`config.mk`:
```
export PLATFORM = sky130hd
export DESIGN_NAME = tdc_measure_ctrl_flat
export DESIGN_NICKNAME = d
export VERILOG_FILES = /design/src/rtl/tdc_pkg.sv /design/src/rtl/tdc_measure_ctrl_if.sv /design/src/rtl/tdc_popcount_acc.sv /design/src/rtl/tdc_measure_ctrl.sv /design/src/flat_wrapper.sv
export SDC_FILE = /design/constraint.sdc
export NUM_CORES = 1
export LEC_CHECK = 0
export ABC_AREA = 0
export BUFFER_PORTS_ARGS = -buffer_cell sky130_fd_sc_hd__buf_2
export CAP_MARGIN = 20
export CORE_MARGIN = 2
export CORE_UTILIZATION = 48
export CTS_CLUSTER_SIZE = 28
export DETAILED_ROUTE_END_ITERATION = 8
export PLACE_DENSITY = 0.69
export SETUP_SLACK_MARGIN = 0.3
export SLEW_MARGIN = 25
export SYNTH_ARGS = -nofsm -noshare
export SYNTH_HDL_FRONTEND = slang
export SYNTH_SLANG_ARGS = --single-unit
```
`constraint.sdc`:
```
create_clock -name clk -period 4.5 [get_ports clk]
set_input_delay 0.675 -clock clk [delete_from_list [all_inputs] [get_ports clk]]
set_output_delay 0.675 -clock clk [all_outputs]
set_load 0.1 [all_outputs]
```
`src/rtl/tdc_pkg.sv`:
```
// rtl/tdc_pkg.sv - shared constants, state encoding and width helper for the TDC measurement controller
package tdc_pkg;

    localparam int TAPS_PER_CARRY = 4;

    localparam logic [2:0] ST_IDLE      = 3'd0;
    localparam logic [2:0] ST_CLEAR     = 3'd1;
    localparam logic [2:0] ST_ARMED     = 3'd2;
    localparam logic [2:0] ST_WAIT_STOP = 3'd3;
    localparam logic [2:0] ST_ENCODE    = 3'd4;
    localparam logic [2:0] ST_DONE      = 3'd5;

    typedef enum logic [2:0] {
        S_IDLE      = ST_IDLE,
        S_CLEAR     = ST_CLEAR,
        S_ARMED     = ST_ARMED,
        S_WAIT_STOP = ST_WAIT_STOP,
        S_ENCODE    = ST_ENCODE,
        S_DONE      = ST_DONE
    } state_t;

    function automatic int fine_w(input int num);
        return $clog2(num + 1);
    endfunction

endpackage

```
`src/rtl/tdc_measure_ctrl_if.sv`:
```
// rtl/tdc_measure_ctrl_if.sv - result handshake between the measurement controller and readout
interface tdc_measure_ctrl_if #(
    parameter int FINE_W   = 4,
    parameter int COARSE_W = 16
);
    logic                oValid;
    logic                iReady;
    logic [FINE_W-1:0]   oStartFine;
    logic [FINE_W-1:0]   oStopFine;
    logic [COARSE_W-1:0] oCoarse;
    logic                oTimeout;

    modport master (output oValid, oStartFine, oStopFine, oCoarse, oTimeout, input iReady);
    modport slave  (input oValid, oStartFine, oStopFine, oCoarse, oTimeout, output iReady);
endinterface

```
`src/rtl/tdc_popcount_acc.sv`:
```
// rtl/tdc_popcount_acc.sv - one tap group popcount added to a running accumulator
module tdc_popcount_acc
    import tdc_pkg::*;
#(
    parameter int FINE_W = 4
) (
    input  logic                      clk,
    input  logic                      iRst,
    input  logic                      clr,
    input  logic                      en,
    input  logic [TAPS_PER_CARRY-1:0] grp,
    output logic [FINE_W-1:0]         sum
);
    logic [FINE_W-1:0] acc_q, acc_d;
    logic [2:0]        pop;

    assign pop = {2'b00, grp[0]} + {2'b00, grp[1]} + {2'b00, grp[2]} + {2'b00, grp[3]};
    // sum already includes the current group so the last group needs no extra cycle
    assign sum = acc_q + FINE_W'(pop);

    always_comb begin
        acc_d = acc_q;
        if (clr) begin
            acc_d = '0;
        end else if (en) begin
            acc_d = sum;
        end
    end

    always_ff @(posedge clk) begin
        if (iRst) begin
            acc_q <= '0;
        end else begin
            acc_q <= acc_d;
        end
    end
endmodule

```
`src/rtl/tdc_measure_ctrl.sv`:
```
// rtl/tdc_measure_ctrl.sv - sequences clear/start/stop capture on the Fine delay line and encodes tap counts
module tdc_measure_ctrl
    import tdc_pkg::*;
#(
    parameter int                  NUM        = 12,
    parameter int                  COARSE_W   = 16,
    parameter logic [COARSE_W-1:0] MAX_COARSE = 16'hFFFF,
    parameter int                  CLR_CYCLES = 2
) (
    input  logic                      clk,
    input  logic                      iRst,
    input  logic                      iArm,
    input  logic [NUM-1:0]            iFFStart,
    input  logic [NUM-1:0]            iFFStop,
    output logic                      oFineRst,
    output logic                      oStartEnable,
    output logic                      oStopEnable,
    output logic                      oBusy,
    tdc_measure_ctrl_if.master        rd
);
    localparam int FINE_W = fine_w(NUM);
    localparam int GROUPS = NUM / TAPS_PER_CARRY;
    localparam int GRP_W  = (GROUPS > 1) ? $clog2(GROUPS) : 1;
    localparam int CLR_W  = (CLR_CYCLES > 1) ? $clog2(CLR_CYCLES) : 1;
    localparam logic [GRP_W-1:0] LAST_GRP = GRP_W'(GROUPS - 1);
    localparam logic [CLR_W-1:0] LAST_CLR = CLR_W'(CLR_CYCLES - 1);

    state_t              state_q, state_d;
    logic [CLR_W-1:0]    clr_cnt_q, clr_cnt_d;
    logic [GRP_W-1:0]    grp_q, grp_d;
    logic [COARSE_W-1:0] cnt_q, cnt_d, cnt_inc;
    logic [NUM-1:0]      start_code_q, start_code_d;
    logic [NUM-1:0]      stop_code_q, stop_code_d;
    logic                fine_rst_q, fine_rst_d;
    logic                start_en_q, start_en_d;
    logic                stop_en_q, stop_en_d;
    logic                busy_q, busy_d;
    logic                valid_q, valid_d;
    logic [FINE_W-1:0]   start_fine_q, start_fine_d;
    logic [FINE_W-1:0]   stop_fine_q, stop_fine_d;
    logic [COARSE_W-1:0] coarse_q, coarse_d;
    logic                timeout_q, timeout_d;

    logic                      acc_clr, acc_en;
    logic [TAPS_PER_CARRY-1:0] start_grp, stop_grp;
    logic [FINE_W-1:0]         start_sum, stop_sum;

    always_comb begin
        start_grp = '0;
        stop_grp  = '0;
        for (int g = 0; g < GROUPS; g++) begin
            if (grp_q == GRP_W'(g)) begin
                start_grp = start_code_q[g*TAPS_PER_CARRY +: TAPS_PER_CARRY];
                stop_grp  = ~stop_code_q[g*TAPS_PER_CARRY +: TAPS_PER_CARRY];
            end
        end
    end

    tdc_popcount_acc #(.FINE_W(FINE_W)) u_start_acc (
        .clk(clk), .iRst(iRst), .clr(acc_clr), .en(acc_en), .grp(start_grp), .sum(start_sum)
    );

    tdc_popcount_acc #(.FINE_W(FINE_W)) u_stop_acc (
        .clk(clk), .iRst(iRst), .clr(acc_clr), .en(acc_en), .grp(stop_grp), .sum(stop_sum)
    );

    // the counter holds cycles already elapsed, so the stop cycle itself adds one
    assign cnt_inc = cnt_q + 1'b1;

    always_comb begin
        state_d      = state_q;
        clr_cnt_d    = clr_cnt_q;
        grp_d        = grp_q;
        cnt_d        = cnt_q;
        start_code_d = start_code_q;
        stop_code_d  = stop_code_q;
        fine_rst_d   = fine_rst_q;
        start_en_d   = start_en_q;
        stop_en_d    = stop_en_q;
        valid_d      = valid_q;
        start_fine_d = start_fine_q;
        stop_fine_d  = stop_fine_q;
        coarse_d     = coarse_q;
        timeout_d    = timeout_q;
        acc_clr      = 1'b0;
        acc_en       = 1'b0;
        case (state_q)
            S_IDLE: begin
                if (iArm) begin
                    state_d    = S_CLEAR;
                    fine_rst_d = 1'b1;
                    clr_cnt_d  = '0;
                end
            end
            S_CLEAR: begin
                if (clr_cnt_q == LAST_CLR) begin
                    state_d    = S_ARMED;
                    fine_rst_d = 1'b0;
                    start_en_d = 1'b1;
                    stop_en_d  = 1'b1;
                end else begin
                    clr_cnt_d = clr_cnt_q + 1'b1;
                end
            end
            S_ARMED: begin
                if (iFFStart[0]) begin
                    state_d      = S_WAIT_STOP;
                    start_code_d = iFFStart;
                    cnt_d        = '0;
                    start_en_d   = 1'b0;
                end
            end
            S_WAIT_STOP: begin
                if (!iFFStop[0]) begin
                    state_d     = S_ENCODE;
                    stop_code_d = iFFStop;
                    coarse_d    = cnt_inc;
                    stop_en_d   = 1'b0;
                    acc_clr     = 1'b1;
                    grp_d       = '0;
                end else if (cnt_inc == MAX_COARSE) begin
                    state_d      = S_DONE;
                    timeout_d    = 1'b1;
                    coarse_d     = MAX_COARSE;
                    start_fine_d = '0;
                    stop_fine_d  = '0;
                    stop_en_d    = 1'b0;
                    valid_d      = 1'b1;
                end else begin
                    cnt_d = cnt_inc;
                end
            end
            S_ENCODE: begin
                acc_en = 1'b1;
                if (grp_q == LAST_GRP) begin
                    state_d      = S_DONE;
                    start_fine_d = start_sum;
                    stop_fine_d  = stop_sum;
                    timeout_d    = 1'b0;
                    valid_d      = 1'b1;
                end else begin
                    grp_d = grp_q + 1'b1;
                end
            end
            S_DONE: begin
                if (rd.iReady) begin
                    state_d = S_IDLE;
                    valid_d = 1'b0;
                end
            end
            default: state_d = S_IDLE;
        endcase
        busy_d = (state_d != S_IDLE);
    end

    always_ff @(posedge clk) begin
        if (iRst) begin
            state_q      <= S_IDLE;
            clr_cnt_q    <= '0;
            grp_q        <= '0;
            cnt_q        <= '0;
            start_code_q <= '0;
            stop_code_q  <= '0;
            fine_rst_q   <= 1'b0;
            start_en_q   <= 1'b0;
            stop_en_q    <= 1'b0;
            busy_q       <= 1'b0;
            valid_q      <= 1'b0;
            start_fine_q <= '0;
            stop_fine_q  <= '0;
            coarse_q     <= '0;
            timeout_q    <= 1'b0;
        end else begin
            state_q      <= state_d;
            clr_cnt_q    <= clr_cnt_d;
            grp_q        <= grp_d;
            cnt_q        <= cnt_d;
            start_code_q <= start_code_d;
            stop_code_q  <= stop_code_d;
            fine_rst_q   <= fine_rst_d;
            start_en_q   <= start_en_d;
            stop_en_q    <= stop_en_d;
            busy_q       <= busy_d;
            valid_q      <= valid_d;
            start_fine_q <= start_fine_d;
            stop_fine_q  <= stop_fine_d;
            coarse_q     <= coarse_d;
            timeout_q    <= timeout_d;
        end
    end

    assign oFineRst      = fine_rst_q;
    assign oStartEnable  = start_en_q;
    assign oStopEnable   = stop_en_q;
    assign oBusy         = busy_q;
    assign rd.oValid     = valid_q;
    assign rd.oStartFine = start_fine_q;
    assign rd.oStopFine  = stop_fine_q;
    assign rd.oCoarse    = coarse_q;
    assign rd.oTimeout   = timeout_q;
endmodule

```
`src/flat_wrapper.sv`:
```
// flat-port wrapper written by rule: the top's interface ports become plain ports
module tdc_measure_ctrl_flat import tdc_pkg::*;
#(
    parameter int                  NUM        = 12,
    parameter int                  COARSE_W   = 16,
    parameter logic [COARSE_W-1:0] MAX_COARSE = 16'hFFFF,
    parameter int                  CLR_CYCLES = 2
)
  (clk, iRst, iArm, iFFStart, iFFStop, oFineRst, oStartEnable, oStopEnable, oBusy, rd_oValid, rd_oStartFine, rd_oStopFine, rd_oCoarse, rd_oTimeout, rd_iReady);
  tdc_measure_ctrl_if #(.FINE_W((4)), .COARSE_W(COARSE_W)) rd_i ();
  input  logic clk;
  input  logic iRst;
  input  logic iArm;
  input  logic [NUM-1:0] iFFStart;
  input  logic [NUM-1:0] iFFStop;
  output logic oFineRst;
  output logic oStartEnable;
  output logic oStopEnable;
  output logic oBusy;
  output wire logic [$bits(rd_i.oValid)-1:0] rd_oValid;
  output wire logic [$bits(rd_i.oStartFine)-1:0] rd_oStartFine;
  output wire logic [$bits(rd_i.oStopFine)-1:0] rd_oStopFine;
  output wire logic [$bits(rd_i.oCoarse)-1:0] rd_oCoarse;
  output wire logic [$bits(rd_i.oTimeout)-1:0] rd_oTimeout;
  input wire logic [$bits(rd_i.iReady)-1:0] rd_iReady;
  assign rd_oValid = rd_i.oValid;
  assign rd_oStartFine = rd_i.oStartFine;
  assign rd_oStopFine = rd_i.oStopFine;
  assign rd_oCoarse = rd_i.oCoarse;
  assign rd_oTimeout = rd_i.oTimeout;
  assign rd_i.iReady = rd_iReady;
  tdc_measure_ctrl #(.NUM(NUM), .COARSE_W(COARSE_W), .MAX_COARSE(MAX_COARSE), .CLR_CYCLES(CLR_CYCLES)) u_core (.clk(clk), .iRst(iRst), .iArm(iArm), .iFFStart(iFFStart), .iFFStop(iFFStop), .oFineRst(oFineRst), .oStartEnable(oStartEnable), .oStopEnable(oStopEnable), .oBusy(oBusy), .rd(rd_i));
endmodule
```
==> results.yml <==
worst_setup_path:
  cpMostUsedCell: "ha_1"
  r2r_end: "u_core.rd.oStartFine[3]"
  worstPathRequired_ns: 4.79
  crit_type: "reg -> reg"
  r2r-start: "u_core.grp_q[0]"
  endpoint_kind: "register"
  arrival_ns: 3.82
  cp_slowest_cell: "ha_1"
  start_kind: "register"
  critPathMaxFanout: 24
  r2r_setup_slack_ns: 0.97
  r2r_cells: 14
  max_stage_delay_ns: 0.64
  critical_path.cell_chain: "inv_1 > ha_1 > o21ai_0 > ha_1 > inv_1 > fa_1 > inv_1 > ha_1 > ha_1 > a21o_1 > a21oi_1 > xnor2_1 > o211ai_1 > a21oi_1"
synth:
  synthSimpleGateAreaFrac_pct: 21.6
  syn-num-nets: 559
  synth-seq-cells: 83
  synth_top_family_by_area: "compound AO/OA/AOI/OAI gates"
  synth_ff_type: "dfxtp_1"
  synthMuxAreaShare_pct: 1.53
  synth_seq_area_share_pct: 39.8
  syn_area_mm2: 0.00417
  synth_compound_area_share_pct: 22.2
  avgSynthCellArea_um2: 8.15
  yosysWarnings: 0
  synth.distinct_cells: 60
  synthAdderAreaFrac_pct: 6.41
  synthArstFlopShare_pct: 0
  synth-edff-count: 0
  synth_cells: 512
  post_synth_xor_area_fraction_pct: 3.15
finish:
  nNetsFinal: 598
  fin_util_pct: 54.6
  fillerInstances: 854
  area_growth_pct: 12.3
  drive_gt1_share_pct: 16.9
  final_cell_count_no_fill: 664
  seq_area_mm2: 0.00166
  stdcell_area_mm2: 0.00469
  diodes: 0
  multi_input_area_mm2: 0.00231
grt:
  grt_usage_pct: 22.0
  grt_max_degree: 62
  grt_pass1_wl_mm: 17.0
  grt-ovfl-total: 0
  antenna_found_initial: 0
  grt_pass1_vias: 3437
timing:
  hold_viol: 0
  period_share_pct: 78.4
  rsz0062_at_grt: "no"
  tightest_slew_ns: 0.896
  clock.fmax_ghz: 0.283
  setup_viol_count_final: 0
  maxSlewViolCount: 0
  fin_skew_ns: 0.00626
  fin_crit_ns: 3.53
  tns_ns: 0
  relSlewSlack_pct: 40.1
power:
  cellPowerDensity_mw_per_mm2: 305
  total_power_w: 0.00143
  p_leak_nw: 1.73
  peakVddDrop_v: 0.000179
route:
  wirelength_mm: 10.2
  routed-via-count: 3711
  drc_errors: 0
  routed_via_density: 5.59
  first_pass_iters: 4
  ant_nets: 0
  avgRoutedWirePerCell_um: 15.3
  drt_iter0_markers: 194
place:
  io_buffer_count: 57
  postPlaceCellArea_mm2: 0.00450
  gp_congestion: 0.910
  dpl.cell_count: 648
  dp.final_hpwl_mm: 7.01
clocking:
  cts_tree: "done"
  clock_latency_ns: 0.37
  clockBufferDepth: 2
  cts_num_sinks: 83
  cts-buffers-inserted: 9
  cts.htree.levels: 3
  cts_setup_buffers: 0
  post_cts_resized: 0
  cts.clk_slew.worst_paths_ns: 0.08
  cts-root-buf: "clkbuf_8"
  cts_hold_buf: 0
die:
  fp.dieH_um: 97.3
  ios: 58
  start_util_pct: 48.6
  die_area_mm2: 0.00946
  core_area_mm2: 0.00859
  num_rows: 34
  die-width_um: 97.3
hold_path:
  hp-class: "reg -> reg"
  hold_start: "u_core.stop_code_q[2]"
  hold_depth: 2
  min_to: "u_core.stop_code_q[2]"
run_status:
  outcome: "finished clean"
flow_run:
  max_cap_viol_count: 0
-- metrics by stage --
stage / hold WS [ns] / worst slack (ns)
detailed placement: 0.449 / 0.994
global route: 0.474 / 0.601
floorplan: 0.436 / 1.20
CTS: 0.464 / 0.969
finish: 0.459 / 0.970
global placement: 0.442 / 1.10
-- placed cells by master, fill, tap and decap left out, types with 5 or more instances in the layout --
| master | Yosys | layout |
|---|---|---|
| inv_1 | 22 | 22 |
| nand2_1 | 84 | 84 |
| o2bb2ai_1 | 6 | 6 |
| o21a_1 | 12 | 12 |
| o221a_2 | 5 | 5 |
| xnor2_1 | 11 | 11 |
| nand3b_1 | 6 | 6 |
| clkbuf_8 | 0 | 9 |
| ha_1 | 15 | 15 |
| nor3_1 | 7 | 7 |
| buf_2 | 3 | 57 |
| nand2b_1 | 5 | 5 |
| nand3_1 | 14 | 14 |
| o21ai_0 | 20 | 20 |
| nand4_1 | 5 | 5 |
| a21oi_1 | 77 | 77 |
| nor2_1 | 30 | 30 |
| dfxtp_1 | 83 | 83 |
| nor4_1 | 6 | 5 |
-- worst max-delay path, delay by kind of cell (launching register included) --
family                     cells  cell delay, ns
DFF                            1            0.34
adders and majority gates      5            1.86
AOI/OAI and AO/OA              5            0.89
buffers and inverters          3            0.20
xor gates and xnor gates       1            0.15
-- synth_stat cells (all sizes together) (4+ instances only) --
| master | number | share of area [%] |
|---|---|---|
| clkbuf | 28 | 2.5 |
| xnor2 | 11 | 2.3 |
| o2bb2ai | 6 | 1.3 |
| buf | 5 | 0.72 |
| or4 | 5 | 0.99 |
| xor2 | 4 | 0.84 |
| o221a | 5 | 1.3 |
| ha | 15 | 4.5 |
| nand3 | 15 | 2.1 |
| fa | 4 | 1.9 |
| nor3 | 7 | 0.84 |
| dfxtp | 83 | 40 |
| or3 | 5 | 0.87 |
| nor2b | 4 | 0.60 |
| a21oi | 78 | 9.6 |
| o21a | 12 | 2.2 |
| inv | 22 | 2.0 |
| nand4 | 5 | 0.75 |
| nand2 | 84 | 7.6 |
| nor4 | 6 | 0.90 |
| o21ai | 20 | 2.4 |
| nand2b | 5 | 0.75 |
| nor2 | 30 | 2.7 |
| or2 | 4 | 0.60 |
| nand3b | 7 | 1.3 |
-- how the worst max path moves through the flow --
stage	end	depth (start not counted)	slack (ns)	startpoint
after CTS	u_core.rd.oStartFine[3]	14	0.97	u_core.grp_q[0]
after floorplan	u_core.rd.oStartFine[3]	17	1.20	u_core.grp_q[0]
after detailed placement	u_core.rd.oStartFine[3]	14	0.99	u_core.grp_q[0]
after global routing	u_core.rd.oStartFine[3]	14	0.60	u_core.grp_q[0]
after global placement	u_core.rd.oStartFine[3]	14	1.10	u_core.grp_q[0]
final	u_core.rd.oStartFine[3]	14	0.97	u_core.grp_q[0]
-- sequential cells by signal, summed over array words and instances, names as in the netlist --
signal	cells
u_core.clr_cnt_q	1
u_core.cnt_q	16
u_core.grp_q	2
u_core.oBusy	1
u_core.oFineRst	1
u_core.oStartEnable	1
u_core.oStopEnable	1
u_core.rd.oCoarse	16
u_core.rd.oStartFine	4
u_core.rd.oStopFine	4
u_core.rd.oTimeout	1
u_core.rd.oValid	1
u_core.start_code_q	12
u_core.state_q	3
u_core.stop_code_q	11
u_core.u_start_acc.acc_q	4
u_core.u_stop_acc.acc_q	4
-- cell families (layout without fill, tap and decap cells) --
| kind of cell | Yosys count | count (layout) |
|---|---|---|
| AND/OR/NAND/NOR | 185 | 185 |
| AO/OA/AOI/OAI | 150 | 150 |
| flip-flops | 83 | 83 |
| buffers and inverters | 55 | 99 |
| adder cells (fa/ha/maj) | 19 | 19 |
| XOR/XNOR | 15 | 15 |
| multiplexers | 5 | 5 |
-- power by group --
group | switching, W | total, W | internal (W)
logic | 0.0000969 | 0.000137 | 0.0000397
clock network | 0.000274 | 0.000532 | 0.000257
registers | 0.0000141 | 0.000760 | 0.000746
-- routing by layer --
metal  track usage (%)  part of all wire (%)  up-vias
met3              4.53                   5.9       18
met2              33.9                    45      109
met4              8.97                   2.0        0
met5                 0                     0        -
li1                  -                     -     1877
met1              30.4                    47     1707
-- final cells by class --
type | count | share of cell area (%)
tap | 108 | 2.88
multi-input combinational | 374 | 49.2
clock buffer | 12 | 2.88
timing repair buffer | 61 | 6.73
sequential | 83 | 35.4
clock inverter | 4 | 1.09
inverter | 22 | 1.76
(Power assumes the default switching activity.)
